### config.mk
export PLATFORM = sky130hd
export DESIGN_NAME = ap_ctrl_perf_monitor
export DESIGN_NICKNAME = d
export VERILOG_FILES = /design/src/rtl/ap_ctrl_perf_monitor.sv
export SDC_FILE = /design/constraint.sdc
export NUM_CORES = 2
export LEC_CHECK = 0
export ABC_AREA = 1
export BUFFER_PORTS_ARGS = -buffer_cell sky130_fd_sc_hd__buf_2
export CAP_MARGIN = 20
export CORE_MARGIN = 5
export CORE_UTILIZATION = 60
export CTS_BUF_LIST = sky130_fd_sc_hd__clkbuf_4
export DETAILED_ROUTE_END_ITERATION = 10
export PLACE_DENSITY = 0.86
export SYNTH_ARGS = -nofsm -noshare
export SYNTH_HDL_FRONTEND = slang
export SYNTH_SLANG_ARGS = --single-unit
### constraint.sdc
create_clock -name clock -period 3.25 [get_ports clock]
set_clock_uncertainty 0.15 [all_clocks]
set_input_delay 0.65 -clock clock [delete_from_list [all_inputs] [get_ports clock]]
set_output_delay 0.65 -clock clock [all_outputs]
set_load 0.005 [all_outputs]
### src/rtl/ap_ctrl_perf_monitor.sv
// ap_ctrl_perf_monitor
// Multi-channel performance monitor for HLS ap_ctrl_hs / ap_ctrl_chain blocks.
// Per channel it tracks the block-level handshake with a small FSM
// (IDLE / BUSY / WAIT_CONT). It accumulates the transaction count, the
// last/min/max latency, the last start-to-start interval and the number of
// continue-stall cycles. All counters saturate instead of wrapping.
//
// Handshake semantics of the read port: rd_en sampled high on a rising edge
// produces rd_valid=1 with rd_data on the following cycle. rd_valid is low in
// every other cycle. A read always returns the register value held before
// any update in the same cycle.
//
// Optional feature: define AP_CTRL_PERF_MON_TIMESTAMP_EN to add a free-running
// timestamp. Each channel then captures the timestamp of its last done event,
// readable at rd_reg=7. Without the macro, rd_reg=7 reads 0.

module ap_ctrl_perf_monitor #(
  parameter int NUM_CH = 4,
  parameter int CNT_W  = 32,
  parameter int CH_W   = 4
) (
  input  logic              clock,
  input  logic              reset_n,
  input  logic              clear,
  input  logic [NUM_CH-1:0] ap_start,
  input  logic [NUM_CH-1:0] ap_ready,
  input  logic [NUM_CH-1:0] ap_done,
  input  logic [NUM_CH-1:0] ap_continue,
  input  logic              rd_en,
  input  logic [CH_W-1:0]   rd_ch,
  input  logic [2:0]        rd_reg,
  output logic              rd_valid,
  output logic [CNT_W-1:0]  rd_data,
  output logic [NUM_CH-1:0] busy,
  output logic [NUM_CH-1:0] overflow,
  output logic [NUM_CH-1:0] protocol_err
);

  typedef enum logic [1:0] {
    ST_IDLE = 2'd0,
    ST_BUSY = 2'd1,
    ST_WAIT = 2'd2
  } state_e;

  localparam logic [CNT_W-1:0] CNT_MAX = '1;
  localparam logic [CNT_W-1:0] CNT_ONE = CNT_W'(1);

  // ap_ready carries no information the statistics need: a transaction
  // starts on ap_start and ends on ap_done.
  logic unused_ap_ready;
  assign unused_ap_ready = ^ap_ready;

  // Per-channel register views gathered for the read mux
  logic [NUM_CH-1:0][CNT_W-1:0] txn_v;
  logic [NUM_CH-1:0][CNT_W-1:0] llat_v;
  logic [NUM_CH-1:0][CNT_W-1:0] minl_v;
  logic [NUM_CH-1:0][CNT_W-1:0] maxl_v;
  logic [NUM_CH-1:0][CNT_W-1:0] intv_v;
  logic [NUM_CH-1:0][CNT_W-1:0] stall_v;
  logic [NUM_CH-1:0][1:0]       st_v;

`ifdef AP_CTRL_PERF_MON_TIMESTAMP_EN
  logic [NUM_CH-1:0][CNT_W-1:0] tsc_v;
  logic [CNT_W-1:0]             ts_q;

  // Free-running timestamp; wraps by design
  always_ff @(posedge clock or negedge reset_n) begin
    if (!reset_n) ts_q <= '0;
    else          ts_q <= ts_q + CNT_ONE;
  end
`endif

  for (genvar g = 0; g < NUM_CH; g++) begin : g_ch
    state_e           state_q, state_d;
    logic [CNT_W-1:0] txn_q, txn_d;
    logic [CNT_W-1:0] llat_q, llat_d;
    logic [CNT_W-1:0] minl_q, minl_d;
    logic [CNT_W-1:0] maxl_q, maxl_d;
    logic [CNT_W-1:0] intv_q, intv_d;
    logic [CNT_W-1:0] stall_q, stall_d;
    logic [CNT_W-1:0] lat_run_q, lat_run_d;
    logic [CNT_W-1:0] intv_run_q, intv_run_d;
    logic             lat_sat_q, lat_sat_d;
    logic             intv_sat_q, intv_sat_d;
    logic             started_q, started_d;
    logic             ovf_q, ovf_d;
    logic             perr_q, perr_d;
    logic             start_ev, done_ev, stall_ev, idle_err;
    logic [CNT_W-1:0] cur_lat;
    logic             cur_lat_sat;

    // Decode handshake events and the next FSM state
    always_comb begin
      start_ev = 1'b0;
      done_ev  = 1'b0;
      stall_ev = 1'b0;
      idle_err = 1'b0;
      state_d  = state_q;
      case (state_q)
        ST_IDLE: begin
          if (ap_start[g]) begin
            start_ev = 1'b1;
            if (ap_done[g]) begin
              // Zero-latency transaction: start and done in one cycle
              done_ev = 1'b1;
              if (!ap_continue[g]) begin
                stall_ev = 1'b1;
                state_d  = ST_WAIT;
              end
            end else begin
              state_d = ST_BUSY;
            end
          end else if (ap_done[g]) begin
            idle_err = 1'b1;
          end
        end
        ST_BUSY: begin
          if (ap_done[g]) begin
            done_ev = 1'b1;
            if (!ap_continue[g]) begin
              stall_ev = 1'b1;
              state_d  = ST_WAIT;
            end else if (ap_start[g]) begin
              start_ev = 1'b1;
              state_d  = ST_BUSY;
            end else begin
              state_d = ST_IDLE;
            end
          end
        end
        ST_WAIT: begin
          if (ap_continue[g]) begin
            if (ap_start[g]) begin
              start_ev = 1'b1;
              state_d  = ST_BUSY;
            end else begin
              state_d = ST_IDLE;
            end
          end else begin
            stall_ev = 1'b1;
          end
        end
        default: state_d = ST_IDLE;
      endcase
      cur_lat     = (state_q == ST_IDLE) ? '0 : lat_run_q;
      cur_lat_sat = (state_q != ST_IDLE) && lat_sat_q;
    end

    // Running cycle counters and statistics next-state
    always_comb begin
      txn_d     = txn_q;
      llat_d    = llat_q;
      minl_d    = minl_q;
      maxl_d    = maxl_q;
      intv_d    = intv_q;
      stall_d   = stall_q;
      ovf_d     = ovf_q;
      perr_d    = perr_q;
      started_d = start_ev ? 1'b1 : started_q;

      // Cycles since the current start; ignores clear so in-flight latency stays correct
      if (start_ev) begin
        lat_run_d = CNT_ONE;
        lat_sat_d = 1'b0;
      end else if (state_q == ST_BUSY) begin
        lat_run_d = (lat_run_q == CNT_MAX) ? lat_run_q : lat_run_q + CNT_ONE;
        lat_sat_d = lat_sat_q | (lat_run_q == CNT_MAX);
      end else begin
        lat_run_d = lat_run_q;
        lat_sat_d = lat_sat_q;
      end

      // Cycles since the previous start
      if (start_ev) begin
        intv_run_d = CNT_ONE;
        intv_sat_d = 1'b0;
      end else begin
        intv_run_d = (intv_run_q == CNT_MAX) ? intv_run_q : intv_run_q + CNT_ONE;
        intv_sat_d = intv_sat_q | (intv_run_q == CNT_MAX);
      end

      if (clear) begin
        // Clear beats any coincident event; the next start counts as the first one
        txn_d     = '0;
        llat_d    = '0;
        minl_d    = CNT_MAX;
        maxl_d    = '0;
        intv_d    = '0;
        stall_d   = '0;
        ovf_d     = 1'b0;
        perr_d    = 1'b0;
        started_d = 1'b0;
      end else begin
        if (start_ev && started_q) begin
          intv_d = intv_run_q;
          if (intv_sat_q) ovf_d = 1'b1;
        end
        if (done_ev) begin
          if (txn_q == CNT_MAX) ovf_d = 1'b1;
          else                  txn_d = txn_q + CNT_ONE;
          llat_d = cur_lat;
          if (cur_lat < minl_q) minl_d = cur_lat;
          if (cur_lat > maxl_q) maxl_d = cur_lat;
          if (cur_lat_sat)      ovf_d  = 1'b1;
        end
        if (stall_ev) begin
          if (stall_q == CNT_MAX) ovf_d   = 1'b1;
          else                    stall_d = stall_q + CNT_ONE;
        end
        if (idle_err) perr_d = 1'b1;
      end
    end

    // Channel state and statistics registers
    always_ff @(posedge clock or negedge reset_n) begin
      if (!reset_n) begin
        state_q    <= ST_IDLE;
        txn_q      <= '0;
        llat_q     <= '0;
        minl_q     <= CNT_MAX;
        maxl_q     <= '0;
        intv_q     <= '0;
        stall_q    <= '0;
        lat_run_q  <= '0;
        intv_run_q <= '0;
        lat_sat_q  <= 1'b0;
        intv_sat_q <= 1'b0;
        started_q  <= 1'b0;
        ovf_q      <= 1'b0;
        perr_q     <= 1'b0;
      end else begin
        state_q    <= state_d;
        txn_q      <= txn_d;
        llat_q     <= llat_d;
        minl_q     <= minl_d;
        maxl_q     <= maxl_d;
        intv_q     <= intv_d;
        stall_q    <= stall_d;
        lat_run_q  <= lat_run_d;
        intv_run_q <= intv_run_d;
        lat_sat_q  <= lat_sat_d;
        intv_sat_q <= intv_sat_d;
        started_q  <= started_d;
        ovf_q      <= ovf_d;
        perr_q     <= perr_d;
      end
    end

`ifdef AP_CTRL_PERF_MON_TIMESTAMP_EN
    logic [CNT_W-1:0] tsc_q;

    // Timestamp of the last done event
    always_ff @(posedge clock or negedge reset_n) begin
      if (!reset_n)     tsc_q <= '0;
      else if (clear)   tsc_q <= '0;
      else if (done_ev) tsc_q <= ts_q;
    end

    assign tsc_v[g] = tsc_q;
`endif

    assign txn_v[g]        = txn_q;
    assign llat_v[g]       = llat_q;
    assign minl_v[g]       = minl_q;
    assign maxl_v[g]       = maxl_q;
    assign intv_v[g]       = intv_q;
    assign stall_v[g]      = stall_q;
    assign st_v[g]         = state_q;
    assign busy[g]         = (state_q != ST_IDLE);
    assign overflow[g]     = ovf_q;
    assign protocol_err[g] = perr_q;
  end

  logic [CNT_W-1:0] rd_mux;
  logic             rd_valid_q;
  logic [CNT_W-1:0] rd_data_q;

  // Register select; channels outside NUM_CH fall through to zero
  always_comb begin
    rd_mux = '0;
    for (int c = 0; c < NUM_CH; c++) begin
      if (rd_ch == CH_W'(c)) begin
        case (rd_reg)
          3'd0:    rd_mux = txn_v[c];
          3'd1:    rd_mux = llat_v[c];
          3'd2:    rd_mux = minl_v[c];
          3'd3:    rd_mux = maxl_v[c];
          3'd4:    rd_mux = intv_v[c];
          3'd5:    rd_mux = stall_v[c];
          3'd6:    rd_mux = {{(CNT_W-4){1'b0}}, protocol_err[c], overflow[c], st_v[c]};
`ifdef AP_CTRL_PERF_MON_TIMESTAMP_EN
          3'd7:    rd_mux = tsc_v[c];
`else
          3'd7:    rd_mux = '0;
`endif
          default: rd_mux = '0;
        endcase
      end
    end
  end

  // One-cycle registered read response
  always_ff @(posedge clock or negedge reset_n) begin
    if (!reset_n) begin
      rd_valid_q <= 1'b0;
      rd_data_q  <= '0;
    end else begin
      rd_valid_q <= rd_en;
      rd_data_q  <= rd_en ? rd_mux : '0;
    end
  end

  assign rd_valid = rd_valid_q;
  assign rd_data  = rd_data_q;

endmodule

* After elaboration in Yosys (flattened, before gate mapping) *
Cells that the tools add are included.

word-level totals
  register bits after elaboration = 1085
  bits of input ports = 27
  output and inout port bits = 45
  logic and storage cells = 471

operators by class
  $add $sub $neg = 16
  order comparisons = 8
  equal/unequal tests = 66
  muxes and demuxes = 241
  bitwise logic cells = 8
  reductions and logical operators = 74

operators with widths
  cell                   count
  $mux 32                93
  $pmux 32 s8            4
  $add 32x1->32 const B  16
  $eq 32x32->1 const B   16
  $gt 32x32->1           4
  $lt 32x32->1           4
  $mux 1                 104
  $reduce_bool 2->1      36
  $ne 2x2->1 const B     28
  $mux 2                 24
  $reduce_and 2->1       20
  $pmux 1 s3             8
  $pmux 2 s3             4
  $reduce_and 4->1       4
  $eq 3x3->1 const B     4
  $ne 3x3->1 const B     4
  $eq 2x1->1 const B     4
  $eq 2x2->1 const B     4
  $eq 4x2->1 const B     2
  $logic_and 1x1->1      8
  $logic_not 2->1        4
  $or 1x1->1             8
  $pmux 1 s2             4
  $eq 3x2->1 const B     2
  other kinds (4)        4

* Longest topological paths before layout *
  depth in word-level cells = 12
  depth in mapped cells = 22
  gate-level depth less buffers = 18

* Worst setup path after synthesis *
OpenSTA, ideal clock, no wires.

  path type = flip-flop to flip-flop
  start = reg g_ch[3].state_q[0]
  end = reg g_ch[3].maxl_q[1]
  library setup time = 0.066 ns
  arrival time = 3.212 ns
  slack = -0.178 ns
  cell stages (with the launch flop) = 19
  path buffers = 4
  clock period less this slack = 3.428 ns
  cell sequence = dfrtp_1 -> inv_2 -> nand2_2 -> inv_1 -> clkbuf_1 -> buf_1 -> clkbuf_1 -> nor2_1 -> ha_1 -> nand2_1 -> nor4_1 -> nor2b_1 -> nand2_1 -> o21ai_0 -> inv_1 -> nand2_1 -> buf_2 -> nand3_1 -> nand2_1

on the way
  word-level cells in the longest chain between the ends = 5
  elaborated cells between the ends (all ways) = 11

RTL lines
  item                                                                  RTL line  text
  start: declaration                                                    74        state_e state_q, state_d;
  start signal: assignment                                              232       state_q <= state_d;
  $logic_not 2->1                                                       99, 145
  $mux 32                                                               145       cur_lat = (state_q == ST_IDLE) ? '0 : lat_run_q;
  $gt 32x32->1 / $mux 32 (equally long branches)                        203       if (cur_lat > maxl_q) maxl_d = cur_lat;
  $reduce_bool 2->1 (no source line) / $mux 32 (equally long branches)  --
  $reduce_and 2->1 (no source line) / $mux 32 (equally long branches)   --
  end signal: assignment                                                236       maxl_q <= maxl_d;
  end: declaration                                                      78        logic [CNT_W-1:0] maxl_q, maxl_d;

Parallel ways exist; a longest one is shown, timed or not. The select of a mux whose other input is x is not followed.
A chain may end at the register's enable or synchronous reset.

* Worst setup path after layout *
  start = reg g_ch[2].state_q[0]
  end = reg g_ch[2].stall_q[1]

on the way
  word-level cells in the longest chain between the ends = 4
  elaborated cells between the ends (all ways) = 6

RTL lines
  item                                  RTL line  text
  start: declaration                    74
  start signal: assignment              232
  $eq 2x2->1 (tied with other cells)    99        case (state_q)
  $pmux 1 s3 *                          99
  $reduce_bool 2->1 (no source line) *  --
  $reduce_and 2->1 (no source line) *   --
  end signal: assignment                238       stall_q <= stall_d;
  end: declaration                      80        logic [CNT_W-1:0] stall_q, stall_d;

Every way passes the cells marked *; elsewhere a longest branch is shown, timed or not.

==> results summary <==
The number of buffers on the longest clock path is 4. Across all hold checks on the routed design, the worst slack comes to 0.1139 ns. The row count is 123. In the post-synthesis netlist, the biggest area contributors are dfrtp_1 35%, nand2_1 11%, inv_1 6.0%. The most numerous cell type found on the critical path is inv_2. The headroom to the max-slew limit is 37.20%. The placed wire-length estimate came out at 188,500 µm. Setup violations remaining at the end of the flow were counted as 0. The number of antenna-violating nets in the routed design is 0.

The share of cells above drive strength 1 is 12.62%. Walking the worst path, the cells encountered are inv_2 -> buf_4 -> a21oi_2 -> inv_1 -> a21oi_1 -> dlygate4sd3_1 -> buf_4 -> nand2_2 -> inv_2 -> nor2_4 -> inv_2 -> o21ai_0. The average size of a mapped cell is 7.380 µm². The number of detailed-route iterations in the first pass came out at 10. The multi-input combinational cell area is 0.03472 mm². The placeable core region is 0.1125 mm². The routability-driven placement congestion ratio came out at 1.043. The number of fill cells came out at 9,594. The number of antenna violations at the first check in global routing came out at 14.

The synthesized net count is 9,503. The global router's overall resource usage came out at 41.29%. The count of boundary I/O pins came out at 72. The simple logic cell fraction of the synthesized area came out at 28.11%. The utilization after layout is 67.49%. Detailed routing inserted a total of 72.01k vias. The proportion of netlist area held by the largest area contributor came out at 35.21%.

The time the final worst path needs with I/O delays and setup is 3.102 ns. Static timing analysis puts the maximum clock frequency at 322.4 MHz. The H-tree was split into 5 levels. The number of failing hold endpoints at the final stage came out at 0.

The flip-flop and latch count after synthesis came out at 1,085. The number of buffers and inverters on the critical path is 7. The total of warnings raised by yosys came out at 0. The via count normalized by instance count came out at 6.400. The CTS clock-pin slew for the worst setup and hold paths came out at 0.08 ns.

The number of instances in the placed design is 10.65k. The run finished with clean final reports. The count of different cell masters after synthesis came out at 65. The synthesized netlist cell count is 9,216. The number of clock buffers inserted by TritonCTS came out at 320. The x dimension of the die is 346.7 µm. TritonCTS built the clock tree.

The total clock sinks is 1,085. The floorplan step defined a die boundary enclosing 0.1202 mm². Leaving out fill and tap cells, the most frequent cells in the layout are 1,944 x nand2_1, 1,086 x inv_1, 957 x dfrtp_1. Along the worst path, the maximum fanout reaches 14. Buffers placed on the I/O ports in this run total 67.

The sequential area share after synthesis is 40.15%. The floorplan step set the die height to 346.7 µm. The actual transition at the worst max-transition pin is 0.9398 ns.

The xor and xnor area share after synthesis is 2.060%. The register area came out at 0.02731 mm². The latest clock arrival within the worst-skew pair is 1.30 ns. The cell type contributing the most total cell area after synthesis is dfrtp_1.

The largest stage delay on the critical path is 0.58 ns. After synthesis, the share of flip-flops with an asynchronous set or reset is 100.0%. The data required time of the critical path is 4.22 ns. The arrival time at the worst endpoint is 4.07 ns.

The type of element capturing the critical path is a register. The signed area change from the synthesized netlist to the final layout came out at 11.63%. For this run, the post-layout net count is 9,797. The tightest min-delay check is of the input pin to async pin type. The first global-routing pass estimated 393,100 µm of wire.

Global routing finished with a remaining overflow of 0. The total power divided by cell area came out at 486.4 mW/mm². For this design, the slowest cell found on the critical path is dlygate4sd3_1.

The leakage power summed over all cells is 33.07 nW. The final number of max-transition violations was 0. Once layout is complete, the cells apart from fillers number 11.25k. For this block, the routed nets add up to 257,000 µm of wire. Max-cap violations in this run came to 0. The setup path with the least slack is of type register to register. Setup repair after global routing could not meet its margin everywhere. The largest delay contributor family on the critical path is buffers and inverters. The highest ir drop seen on vdd is 0.4189 mV. The proportion of synthesized area in mux cells came out at 1.060%. After detailed routing, the number of remaining DRC violations is 0. The detail-routed net length per standard cell came out at 22.84 µm. The via count of the first global-routing pass is 68.43k. The overall power of the completed layout came out at 36.93 mW. The largest net degree at the start of global routing came out at 112. The clock root buffer master is clkbuf_4.

The total standard cell area after synthesis came out at 0.06802 mm². The most common library cell in the layout ignoring fill and taps is nand2_1. After the first detailed-routing iteration, the DRC count stood at 9,858. The compound-gate portion of the synthesized area came out at 14.82%. STA classifies the critical path startpoint as a register.

After synthesis, the largest family of logic cells by area is simple AND/OR/NAND/NOR gates. The starting density of the core is 60.46%. The adder-cell area share of the yosys netlist came out at 4.783%.

In the synthesized netlist the dominant register cell turns out to be dfrtp_1. The number of flops mapped to enable cells by yosys came out at 0. Of the available clock period, the critical path in the final layout requires 95.44%.
==> cells in the mapped netlist, types with 11 or more instances <==
cell type     n
a21oi_1     354
xor2_1      137
xnor2_1      23
buf_2        94
o211ai_1     65
a211oi_1     29
nand3b_1     26
o221ai_1     61
ha_1        260
or2_2        29
o21ai_2      20
a31oi_1      29
dfstp_2     128
nor3_1      436
nand4_1     205
dfrtp_1     957
o32ai_1      11
o31ai_1     143
o21ai_0     639
mux2_2       64
o21a_1       19
buf_4        17
o22ai_1     236
buf_1        42
nor3_2       11
nand2_2      16
clkbuf_1    283
nor4_1       96
inv_2        38
nand3_1     790
nor2_1      767
nand2_1    1946
inv_1      1091
o21ai_1      55
==> per-layer routing <==
metal / GRT usage, % / vias up / routed length [µm]
li1: - / 31910 / -
met1: 55.34 / 33954 / 97620
met2: 61.18 / 5067 / 109400
met3: 11.29 / 1067 / 33730
met4: 22.39 / 10 / 16070
met5: 0.7457 / - / 184
==> path summary, 6_finish.rpt <==
| check | from | to | slack (ns) | cells past startpoint |
|---|---|---|---|---|
| worst min-delay path | reset_n | g_ch[3].intv_run_q[25] | 0.11 | 3 |
| worst min register to register | g_ch[3].minl_q[6] | g_ch[3].minl_q[6] | 0.34 | 2 |
| max in group asynchronous | reset_n | g_ch[0].intv_q[22] | 2.15 | 3 |
| worst max-delay path | g_ch[2].state_q[0] | g_ch[2].stall_q[1] | 0.15 | 12 |
| min in group clock | rd_ch[1] | rd_data[12] | 0.17 | 7 |
| worst max register to register | g_ch[2].state_q[0] | g_ch[2].stall_q[1] | 0.15 | 12 |
==> worst register-to-register path: stages (launching register included) <==
cell and delay, ns:
dfrtp_1 0.41, inv_2 0.08, buf_4 0.14, a21oi_2 0.14, inv_1 0.15, a21oi_1 0.17
dlygate4sd3_1 0.58, buf_4 0.16, nand2_2 0.08, inv_2 0.26, nor2_4 0.15, inv_2 0.32
o21ai_0 0.13
==> state kept, by name (all words and copies together) (netlist names) <==
register         cells
rd_valid             1
g_ch.stall_q       128
g_ch.lat_sat_q       4
g_ch.lat_run_q     128
g_ch.txn_q         128
g_ch.ovf_q           4
g_ch.maxl_q        128
g_ch.state_q         8
g_ch.minl_q        128
g_ch.started_q       4
g_ch.perr_q          4
rd_data             32
g_ch.intv_run_q    128
g_ch.intv_sat_q      4
g_ch.llat_q        128
g_ch.intv_q        128
==> power breakdown <==
| part | leakage (nW) | total [mW] | switching (mW) | internal (mW) |
|---|---|---|---|---|
| combinational | 16.1 | 8.85 | 6.38 | 2.47 |
| clock | 2.34 | 13.2 | 6.43 | 6.74 |
| sequential | 14.6 | 14.9 | 0.583 | 14.3 |
==> metrics by stage <==
stage               worst slack [ns]  TNS (ns)  instance area, µm²
floorplan                    0.01587         0               68030
global placement             0.04196         0               71500
detailed placement           0.03148         0               71500
CTS                          0.02735         0               75700
global route                -0.03488   -0.1192               75910
finish                        0.1481         0               75930
==> cell families after synthesis <==
logic type	Yosys count
and+or+nand+nor	4359
AOI/OAI and AO/OA	1713
buffers and inverters	1575
DFF	1085
adders and majority gates	260
xor gates and xnor gates	160
muxes	64
==> area by class of cell <==
cell class / count / share of cell area (%)
clock inverters: 88 / 0.5570
diodes: 14 / 0.04614
clock buffers: 462 / 4.568
inverters: 1134 / 5.669
well taps: 1500 / 2.472
multi-input cells: 6556 / 45.73
repair buffers: 413 / 4.990
flip-flops and latches: 1085 / 35.97
==> repair_timing <==
item,CTS,global route
hold buffers,29,0
setup endpoints to repair,11,255
buffers inserted,0,2
cloned,0,3
endpoints found under the hold margin,1330,0
resized for setup,1,31
No activity file was read; power rests on OpenSTA's default activity.
